[src/rtl/uart_tx_core.sv]
// rtl/uart_tx_core.sv - UART transmit core with majority-voted FSM, counters and shift register
// Holding register feeds a triplicated serialiser; every clock rewrites all copies from the voted value.
module uart_tx_core #(
   parameter int DATA_BITS = 8,
   parameter int STOP_BITS = 1
) (
   input  logic                 clk,
   input  logic                 rst,
   input  logic [DATA_BITS-1:0] TxData_i,
   input  logic                 TxValid_i,
   output logic                 TxReady_o,
   input  logic                 ParityEn_i,
   input  logic                 ParityOdd_i,
   input  logic                 SendSig_i,
   output logic                 Tx_o,
   output logic [4:0]           State_o,
   output logic [3:0]           BitCounter_o,
   output logic                 TxDone_o
);

   typedef enum logic [4:0] {
      ST_INTERVAL  = 5'b00001,
      ST_STARTBIT  = 5'b00010,
      ST_DATABITS  = 5'b00100,
      ST_PARITYBIT = 5'b01000,
      ST_STOPBIT   = 5'b10000
   } state_t;

   localparam logic [3:0] LAST_DATA = 4'(DATA_BITS);
   localparam logic [1:0] LAST_STOP = 2'(STOP_BITS - 1);

   logic [4:0]           state0_q, state1_q, state2_q, state_v;
   logic [3:0]           bit_cnt0_q, bit_cnt1_q, bit_cnt2_q, bit_cnt_v, bit_cnt_d;
   logic [1:0]           stop_cnt0_q, stop_cnt1_q, stop_cnt2_q, stop_cnt_v, stop_cnt_d;
   logic [DATA_BITS-1:0] shift0_q, shift1_q, shift2_q, shift_v, shift_d;
   state_t               state_d;

   logic [DATA_BITS-1:0] hold_data_q;
   logic                 hold_par_en_q, hold_par_odd_q, pending_q, pending_d;
   logic                 frame_par_en_q, frame_par_q;
   logic                 tx_q, tx_d;
   logic                 accept, load, done, legal;

   assign state_v    = (state0_q & state1_q) | (state1_q & state2_q) | (state0_q & state2_q);
   assign bit_cnt_v  = (bit_cnt0_q & bit_cnt1_q) | (bit_cnt1_q & bit_cnt2_q) | (bit_cnt0_q & bit_cnt2_q);
   assign stop_cnt_v = (stop_cnt0_q & stop_cnt1_q) | (stop_cnt1_q & stop_cnt2_q) | (stop_cnt0_q & stop_cnt2_q);
   assign shift_v    = (shift0_q & shift1_q) | (shift1_q & shift2_q) | (shift0_q & shift2_q);

   assign accept = TxValid_i & ~pending_q;
   assign legal  = state_v inside {ST_INTERVAL, ST_STARTBIT, ST_DATABITS, ST_PARITYBIT, ST_STOPBIT};

   always_comb begin
      state_d    = state_t'(state_v);
      bit_cnt_d  = bit_cnt_v;
      stop_cnt_d = stop_cnt_v;
      shift_d    = shift_v;
      tx_d       = tx_q;
      load       = 1'b0;
      done       = 1'b0;
      if (!legal) begin
         state_d    = ST_INTERVAL;
         tx_d       = 1'b1;
         bit_cnt_d  = 4'd0;
         stop_cnt_d = 2'd0;
      end else if (SendSig_i) begin
         case (state_v)
            ST_INTERVAL: load = pending_q;
            ST_STARTBIT: begin
               state_d   = ST_DATABITS;
               tx_d      = shift_v[0];
               shift_d   = shift_v >> 1;
               bit_cnt_d = 4'd1;
            end
            ST_DATABITS: begin
               if (bit_cnt_v < LAST_DATA) begin
                  tx_d      = shift_v[0];
                  shift_d   = shift_v >> 1;
                  bit_cnt_d = bit_cnt_v + 4'd1;
               end else begin
                  bit_cnt_d  = 4'd0;
                  stop_cnt_d = 2'd0;
                  if (frame_par_en_q) begin
                     state_d = ST_PARITYBIT;
                     tx_d    = frame_par_q;
                  end else begin
                     state_d = ST_STOPBIT;
                     tx_d    = 1'b1;
                  end
               end
            end
            ST_PARITYBIT: begin
               state_d    = ST_STOPBIT;
               tx_d       = 1'b1;
               stop_cnt_d = 2'd0;
            end
            ST_STOPBIT: begin
               if (stop_cnt_v == LAST_STOP) begin
                  done       = 1'b1;
                  stop_cnt_d = 2'd0;
                  if (pending_q) begin
                     load = 1'b1;
                  end else begin
                     state_d = ST_INTERVAL;
                     tx_d    = 1'b1;
                  end
               end else begin
                  stop_cnt_d = stop_cnt_v + 2'd1;
               end
            end
            default: ;
         endcase
      end
      // Loading a frame overrides whichever state reached it (idle or final stop bit).
      if (load) begin
         state_d   = ST_STARTBIT;
         tx_d      = 1'b0;
         shift_d   = hold_data_q;
         bit_cnt_d = 4'd0;
      end
      pending_d = accept ? 1'b1 : (load ? 1'b0 : pending_q);
   end

   always_ff @(posedge clk or negedge rst) begin
      if (!rst) begin
         state0_q       <= ST_INTERVAL;
         state1_q       <= ST_INTERVAL;
         state2_q       <= ST_INTERVAL;
         bit_cnt0_q     <= '0;
         bit_cnt1_q     <= '0;
         bit_cnt2_q     <= '0;
         stop_cnt0_q    <= '0;
         stop_cnt1_q    <= '0;
         stop_cnt2_q    <= '0;
         shift0_q       <= '0;
         shift1_q       <= '0;
         shift2_q       <= '0;
         tx_q           <= 1'b1;
         pending_q      <= 1'b0;
         hold_data_q    <= '0;
         hold_par_en_q  <= 1'b0;
         hold_par_odd_q <= 1'b0;
         frame_par_en_q <= 1'b0;
         frame_par_q    <= 1'b0;
      end else begin
         state0_q    <= state_d;
         state1_q    <= state_d;
         state2_q    <= state_d;
         bit_cnt0_q  <= bit_cnt_d;
         bit_cnt1_q  <= bit_cnt_d;
         bit_cnt2_q  <= bit_cnt_d;
         stop_cnt0_q <= stop_cnt_d;
         stop_cnt1_q <= stop_cnt_d;
         stop_cnt2_q <= stop_cnt_d;
         shift0_q    <= shift_d;
         shift1_q    <= shift_d;
         shift2_q    <= shift_d;
         tx_q        <= tx_d;
         pending_q   <= pending_d;
         if (accept) begin
            hold_data_q    <= TxData_i;
            hold_par_en_q  <= ParityEn_i;
            hold_par_odd_q <= ParityOdd_i;
         end
         if (load) begin
            frame_par_en_q <= hold_par_en_q;
            frame_par_q    <= (^hold_data_q) ^ hold_par_odd_q;
         end
      end
   end

   assign TxReady_o    = ~pending_q;
   assign Tx_o         = tx_q;
   assign State_o      = state_v;
   assign BitCounter_o = bit_cnt_v;
   assign TxDone_o     = done;

endmodule
[config.mk]
export PLATFORM = sky130hd
export DESIGN_NAME = uart_tx_core
export DESIGN_NICKNAME = d
export VERILOG_FILES = /design/src/rtl/uart_tx_core.sv
export SDC_FILE = /design/constraint.sdc
export NUM_CORES = 1
export LEC_CHECK = 0
export ABC_AREA = 1
export CAP_MARGIN = 30
export CORE_UTILIZATION = 55
export DETAILED_ROUTE_END_ITERATION = 10
export GPL_TIMING_DRIVEN = 0
export PLACE_DENSITY_LB_ADDON = 0.2
export SETUP_SLACK_MARGIN = 0.05
export SLEW_MARGIN = 20
export SYNTH_ARGS = -nofsm -noshare
export SYNTH_HDL_FRONTEND = slang
export SYNTH_SLANG_ARGS = --single-unit
[constraint.sdc]
create_clock -name clk -period 1.93 [get_ports clk]
set_input_delay 0.4825 -clock clk [delete_from_list [all_inputs] [get_ports clk]]
set_output_delay 0.4825 -clock clk [all_outputs]
set_load 0.1 [all_outputs]
Word level (Yosys, flattened, before mapping)
Cells that the tools add are included.

word-level totals
  register bits after elaboration = 33
  output and inout port bits = 12
  logic and storage cells = 85

operators by class
  $add $sub $neg = 2
  magnitude comparators = 1
  eq/ne operators = 9
  muxes and demuxes = 42
  bitwise logic cells = 15
  reductions and logical operators = 5

operator list
  operator                                                                 count
  5-bit two-way mux                                                        7
  8-bit two-way mux                                                        4
  5-bit one-hot mux with 4 select lines                                    1
  1-bit two-way mux                                                        17
  4-bit two-way mux                                                        4
  8-bit OR                                                                 2
  8-bit one-hot mux with 2 select lines                                    1
  5-bit OR                                                                 2
  8-bit AND                                                                1
  2-bit two-way mux                                                        4
  4-bit OR                                                                 2
  4-bit one-hot mux with 2 select lines                                    1
  8-bit parity                                                             1
  6-bit by 2-bit inequality test with 1-bit output, second input constant  1
  2-bit one-hot mux with 3 select lines                                    1
  5-bit AND                                                                1
  5-bit by 1-bit == test with 1-bit output, second input constant          1
  5-bit by 2-bit == test with 1-bit output, second input constant          1
  5-bit by 3-bit == test with 1-bit output, second input constant          1
  5-bit by 4-bit == test with 1-bit output, second input constant          1
  5-bit == test, second input constant                                     1
  5-bit nonzero test                                                       1
  4-bit by 1-bit adder with 4-bit output, second input constant            1
  4-bit AND                                                                1
  15 further kinds                                                         16

Logic depth before layout (Yosys ltp)
Gate-level depths: netlist of the first run.

  word-level depth = 10
  mapped depth = 11

Worst setup path before layout of the first run
No wires, ideal clock.

  path kind = register to output
  start point = reg state2_q[1]
  end point = out TxDone_o
  arrival = 2558 ps
  required time = 1447 ps
  setup slack = -1110 ps
  stages on the path, launching flop included = 4
  path buffers = 0
  cell sequence = dfrtp_1 nor2_4 nand4_1 nor2_1

between the ends
  longest elaborated chain between the ends = 7
  elaborated cells between the ends (all ways) = 12
  classes of those cells = eq/ne: 5; mux: 3; bitwise: 3; reduce/logical: 1

ends and longest elaborated chain
  element                 line    RTL
  start, declared         32      logic [4:0] state0_q, state1_q, state2_q, state_v;
  start signal, assigned  147     state2_q <= state_d;
  5-bit AND *             44      assign state_v = (state0_q & state1_q) | (state1_q & state2_q) | (state0_q & state2_q);
  5-bit OR                44
  5-bit OR *              44
  5-bit == test           50, 66
  1-bit two-way mux       66      case (state_v)
  1-bit two-way mux       65      end else if (SendSig_i) begin
  1-bit two-way mux *     60      if (!legal) begin
  end, declared           18      output logic TxDone_o

Every way passes the cells marked *; elsewhere a longest branch is shown, timed or not.

Worst setup path in the final report of the first run
  start point = reg state2_q[3]
  end point = out TxDone_o

Same word-level chain as after synthesis.

==> impl_results.md, run 1 <==
- Gr usage total: 24.8%
- Worst R2R Start: state2_q[1]$_DFFE_PN0P_
- Setup violators final: 1
- Startpoint types: flop
- H-tree depth: 2
- Core box area: 3150 um^2
- Placed insts: 301
- CTS buffer count: 5
- CP Cell Sequence: nor2_4 > nand4_1 > nor2_4 > buf_12
- Routability congestion estimate from global placement: 0.892
- Deepest clock path buffer count: 2
- Failing checks: negative setup slack
- Status: complete, but fails checks
- Largest stage delay, worst path: 0.54 ns
- IO Pins: 26
- N_diodes: 0
- Top cells by area, synth: dfrtp_1 (41%), nand2_1 (8.6%), inv_1 (6.2%), nor2_1 (4.0%), o21ai_0 (3.5%)
- Count leader, synth: nand2_1
- Top cell family by delay on the critical path: flip-flops
- Vias: 1682
- Final WS setup: -0.0651 ns
- Crit Reg-Reg Endpoint: stop_cnt2_q[0]$_DFFE_PN0P_
- Critical Path Sink: TxDone_o
- Post-synth EDFFs: 0
- Critical path buffer and inverter count: 1
- Largest area contributor in the netlist: dfrtp_1
- Switch share: 48.1%
- Fin crit share: 103%
- Hold slack: 0.0313 ns
- CTS tree: done
- Leak Pwr: 1.10 nW
- Pre-CTS setup slack: -0.689 ns
- Max-slew headroom: 63.8%
- Die ar.: 3660 um^2
- Pin count of the biggest net entering global routing: 20
- Hpwl dp: 2850 um
- Syn Nets: 249
- RSZ-0062 raised after global routing: yes
- Sequential share of power: 35.8%
- Most used DFF post-synth: dfrtp_1
- Reg2Reg Depth: 7
- Fin nets: 286
- Clk pwr share: 12.4%
- ANT nets after route: 0
- Post-route design area: 2310 um^2
- Initial antenna violation count: 0
- Dpl cell area: 2220 um^2
- Clock Sinks: 33
- Area growth syn-to-layout: 23.0%
- Final hold violation count: 0
- Cell count along the critical path: 4
- Total gr overflow: 0
- Worst Path Arrival: 1.51 ns
- Synth Cell Area: 1880 um^2
- Max Cap Violations: 0
- Slew at the pin with the worst max-slew slack: 0.545 ns
- Detailed-router iteration count before antenna repair: 5
- Crit-path slowest cell: dfrtp_4
- Setup crit end kind: output port
- Synth cell types: 31
- Final wirelength: 3900 um
- Register area share after synthesis: 44.0%
- Post-synth top area share: 41.2%
- Vias in the first global route: 1438
- Initial core utilization: 59.7%
- Critical path class: flop to output port
- # DRC: 0
- Internal Pwr Total: 1.76 mW
- Worst-path fanout max: 4
- Synth Warn #: 0
- Reg-to-reg slack, setup: 0.23 ns
- Routed WL per cell: 12.4 um
- Initial DRC Count: 99
- Fraction of registers with async set/reset: 100%
- Clock root cell: clkbuf_4
- Sw Pwr: 1.63 mW
- Clock-pin slew on the worst setup and hold paths: 0.12 ns
- Final Critical Period: 2.00 ns
- Cell area power density: 1460 nW/um^2
- Crit path required time: 1.45 ns
- CP most frequent cell: nor2_4
- VDD IR max: 750 uV
- Number of core rows: 20
- Die X: 60.5 um
- Post-synth top cells: nand2_1 (43), dfrtp_1 (31), inv_1 (31)
- First-pass GRT wire length: 6620 um
- Via density: 5.36
- Hold_buf cts: 0
- Synth Instances: 232
- Logic pwr share: 51.8%
- HP Class: primary input to asynchronous set/reset pin
- Die H: 60.5 um
- Seq cells post-synth: 33
- Layout cells sized above 1: 24.4%
- Max Clk Rate: 501 MHz
- Critical path launch point: state2_q[3]$_DFFE_PN0P_
- Clock latency on the worst-skew pair: 0.35 ns
- Final Skew: 0.0236 ns
- Final instance count without filler cells: 314
- Final Max Tran Viols: 0
- IO buf count: 24
- Mean post-synth cell area: 8.11 um^2
[stage by stage]
| step | util (%) | power [mW] | setup TNS [ns] |
|---|---|---|---|
| 2_1_floorplan | - | 2.56 | -0.104 |
| 3_3_place_gp | 69.6 | 2.89 | -11.35 |
| 3_5_place_dp | 70.3 | 2.94 | -2.31 |
| 4_1_cts | 71.9 | 3.32 | -0.169 |
| 5_1_grt | 73.4 | 3.64 | -0.102 |
| 6_report | 73.4 | 3.38 | -0.0651 |
[cell families after synthesis]
group / count (synthesis) / synth area share (%)
flip-flops: 33 / 44.0
adder cells (fa/ha/maj): 3 / 1.99
multiplexers: 1 / 0.598
XOR/XNOR: 6 / 2.79
AO/OA/AOI/OAI: 50 / 15.8
buffers and inverters: 43 / 8.98
AND/OR/NAND/NOR: 96 / 25.8
[layout make-up]
cell class                      instances  area, um^2
Multi-Input combinational cell        156         905
Sequential cell                        33         838
Fill cell                             256         838
Timing Repair Buffer                   30         289
Inverter                               38         143
Clock buffer                            8        58.8
Tap cell                               44        55.1
Buffer                                  5        26.3
[sequential cells by signal (all words and copies together) (netlist names)]
signal and count:
pending_q 1, state2_q 5, bit_cnt2_q 4, hold_par_en_q 1
shift2_q 8, frame_par_en_q 1, hold_data_q 8, stop_cnt2_q 2
hold_par_odd_q 1, Tx_o 1, frame_par_q 1
[how the worst min path moves through the flow]
stage                                start                   endpoint  cells after the start
final                                  rst    state2_q[3]$_DFFE_PN0P_                      1
after global routing                   rst    state2_q[3]$_DFFE_PN0P_                      1
after CTS                              rst    state2_q[3]$_DFFE_PN0P_                      1
after detailed placement               rst    state2_q[3]$_DFFE_PN0P_                      1
after global placement    Tx_o$_DFFE_PN1P_           Tx_o$_DFFE_PN1P_                      2
after floorplan                        rst  bit_cnt2_q[0]$_DFFE_PN0P_                      0
[power groups by stage]
stage / combinational (mW) / sequential, mW / clock [mW]
detailed placement: 1.72 / 1.22 / 0
CTS: 1.69 / 1.21 / 0.416
global placement: 1.69 / 1.20 / 0
floorplan: 1.09 / 1.46 / 0
finish: 1.75 / 1.21 / 0.419
global route: 1.94 / 1.25 / 0.454
[cells in the final DEF, fill, tap and decap left out, types with 2 or more instances in the layout]
master and instances:
nand2_1 43, inv_1 29, dfrtp_1 27, nor2_1 19, o21ai_0 13, clkdlybuf4s50_1 11
a21oi_1 10, inv_2 9, nand3_1 9, buf_2 8, o211ai_1 8, o21ai_1 7
clkbuf_4 7, buf_4 6, nand2_2 6, a22oi_1 6, nor2_4 5, xnor2_1 5
nand4_1 4, o22ai_1 4, nand3_2 3, clkbuf_1 3, clkdlybuf4s15_2 3, dfstp_2 2
nand3_4 2, nor2_2 2, ha_1 2, clkdlybuf4s18_2 2, dfrtp_4 2, dfrtp_2 2
[repair_timing]
| action | CTS | global route |
|---|---|---|
| pin swaps | 0 | 4 |
| setup endpoints to repair | 12 | 7 |
| setup buffers | 0 | 5 |
| gates resized for setup | 51 | 11 |
[layer usage]
metal	wire (um)	up-vias	track usage, %
met5	0	-	0
met4	37	0	6.49
met3	223	3	6.40
met2	1850	55	38.9
met1	1780	787	34.2
li1	-	837	-
(Power assumes the default switching activity.)
==> inputs of run 2 (changes only) <==
Settings changed: MAX_ROUTING_LAYER set to met4.
==> impl_results.md, run 2 (synthesis results as in run 1) <==
- H-tree depth: 2
- Vias: 1665
- Leak Pwr: 1.10 nW
- Reg-to-reg slack, setup: 0.23 ns
- Setup crit end kind: output port
- Max Clk Rate: 501 MHz
- # DRC: 0
- Routed WL per cell: 12.4 um
- Commonest cells after routing, fill and taps aside: nand2_1 (43), inv_1 (29), dfrtp_1 (27)
- Clock root cell: clkbuf_4
- Routability congestion estimate from global placement: 0.907
- Crit path required time: 1.45 ns
- Slew at the pin with the worst max-slew slack: 0.545 ns
- Final hold violation count: 0
- Core box area: 3150 um^2
- Final instance count without filler cells: 314
- Reg2Reg Depth: 7
- Deepest clock path buffer count: 2
- Placed insts: 301
- Detailed-router iteration count before antenna repair: 4
- Initial antenna violation count: 0
- Die ar.: 3660 um^2
- Status: complete, but fails checks
- Clock latency on the worst-skew pair: 0.35 ns
- Failing checks: negative setup slack
- Worst Path Arrival: 1.52 ns
- IO Pins: 26
- IO buf count: 24
- Initial core utilization: 59.7%
- Most common cell after layout, fill and taps aside: nand2_1
- Max layer used: met4
- Final wirelength: 3890 um
- Setup TNS: -0.0679 ns
- CTS buffer count: 5
- Number of core rows: 20
- Startpoint types: flop
- Hold slack: 0.0282 ns
- Setup violators final: 1
- First-pass GRT wire length: 6610 um
- Regs by FF count: hold_data_q: 8 flops, shift2_q: 8 flops, state2_q: 5 flops
- Gr usage total: 25.5%
- Hpwl dp: 2850 um
- Pre-CTS setup slack: -0.689 ns
- Cell area power density: 1460 nW/um^2
- Total gr overflow: 0
- Clock Sinks: 33
- Fin crit share: 104%
- N_diodes: 0
- Final Skew: 0.0216 ns
- Final Max Tran Viols: 0
- Crit Reg-Reg Endpoint: stop_cnt2_q[0]$_DFFE_PN0P_
- Power, Total: 3.38 mW
- RSZ-0062 raised after global routing: yes
- Dpl cell area: 2220 um^2
- Pin count of the biggest net entering global routing: 20
- Clock-pin slew on the worst setup and hold paths: 0.12 ns
- VDD IR max: 736 uV
- Initial DRC Count: 100
- Max-slew headroom: 63.8%
- Critical path class: flop to output port
- Fin nets: 286
- Max Cap Violations: 0
- Die H: 60.5 um
- Vias in the first global route: 1441
- Area growth syn-to-layout: 22.9%
- Final Core Density: 73.3%
- M1 WL: 1810 um
- Final Critical Period: 2.00 ns
- ANT nets after route: 0
- CTS tree: done
- Post-route design area: 2310 um^2
- Via density: 5.30
- Final WS setup: -0.0679 ns
- Worst-path fanout max: 4
- Worst R2R Start: state2_q[1]$_DFFE_PN0P_
- HP Class: primary input to asynchronous set/reset pin
- Die X: 60.5 um
- Wire length on met3: 204 um
- Layout cells sized above 1: 24.4%
- WL met2: 1840 um
## run 2: cell count changes in the layout (fill, tap and decap cells not counted), sizes merged
| cell | change |
|---|---|
| clkbuf | -1 |
| buf | +1 |
## run 2: final cells by class
class                   count  area (um^2)
flip-flops and latches     33          838
repair buffers             30          287
clock buffers               8         58.8
plain buffers               5         26.3
well taps                  44         55.1
inverters                  38          143
multi-input cells         156          905
fillers                   257          841
## run 2: power by group
group          total, mW  switching, mW  internal, mW
sequential          1.21          0.235         0.976
clock              0.420          0.240         0.180
combinational       1.75           1.15         0.596
total               3.38           1.63          1.75
## run 2: critical path, stage by stage, from the launching register on
cell and delay [ns]:
dfrtp_4 0.54, nor2_4 0.13, nand4_1 0.17, nor2_4 0.14, buf_12 0.18
## run 2: how the worst max path moves through the flow
stage,cells after the start,startpoint,slack (ns),endpoint
after floorplan,3,state2_q[1]$_DFFE_PN0P_,-0.10,TxDone_o
after global placement,4,state2_q[1]$_DFFE_PN0P_,-0.68,TxDone_o
after detailed placement,4,state2_q[1]$_DFFE_PN0P_,-0.69,TxDone_o
after CTS,4,state2_q[1]$_DFFE_PN0P_,-0.17,TxDone_o
after global routing,4,state2_q[1]$_DFFE_PN0P_,-0.10,TxDone_o
final,4,state2_q[3]$_DFFE_PN0P_,-0.07,TxDone_o
## run 2: metal layers
layer / vias to the layer above / track usage, %
met3: 3 / 6.40
met4: 0 / 6.49
li1: 838 / -
met5: - / -
met1: 773 / 34.0
met2: 51 / 39.1
## run 2: what timing repair did
item                       in CTS  in global routing
pin swaps                       0                  4
buffers inserted                0                  5
hold buffers                    0                  0
setup endpoints to repair      12                  6
gates resized for setup        51                 10
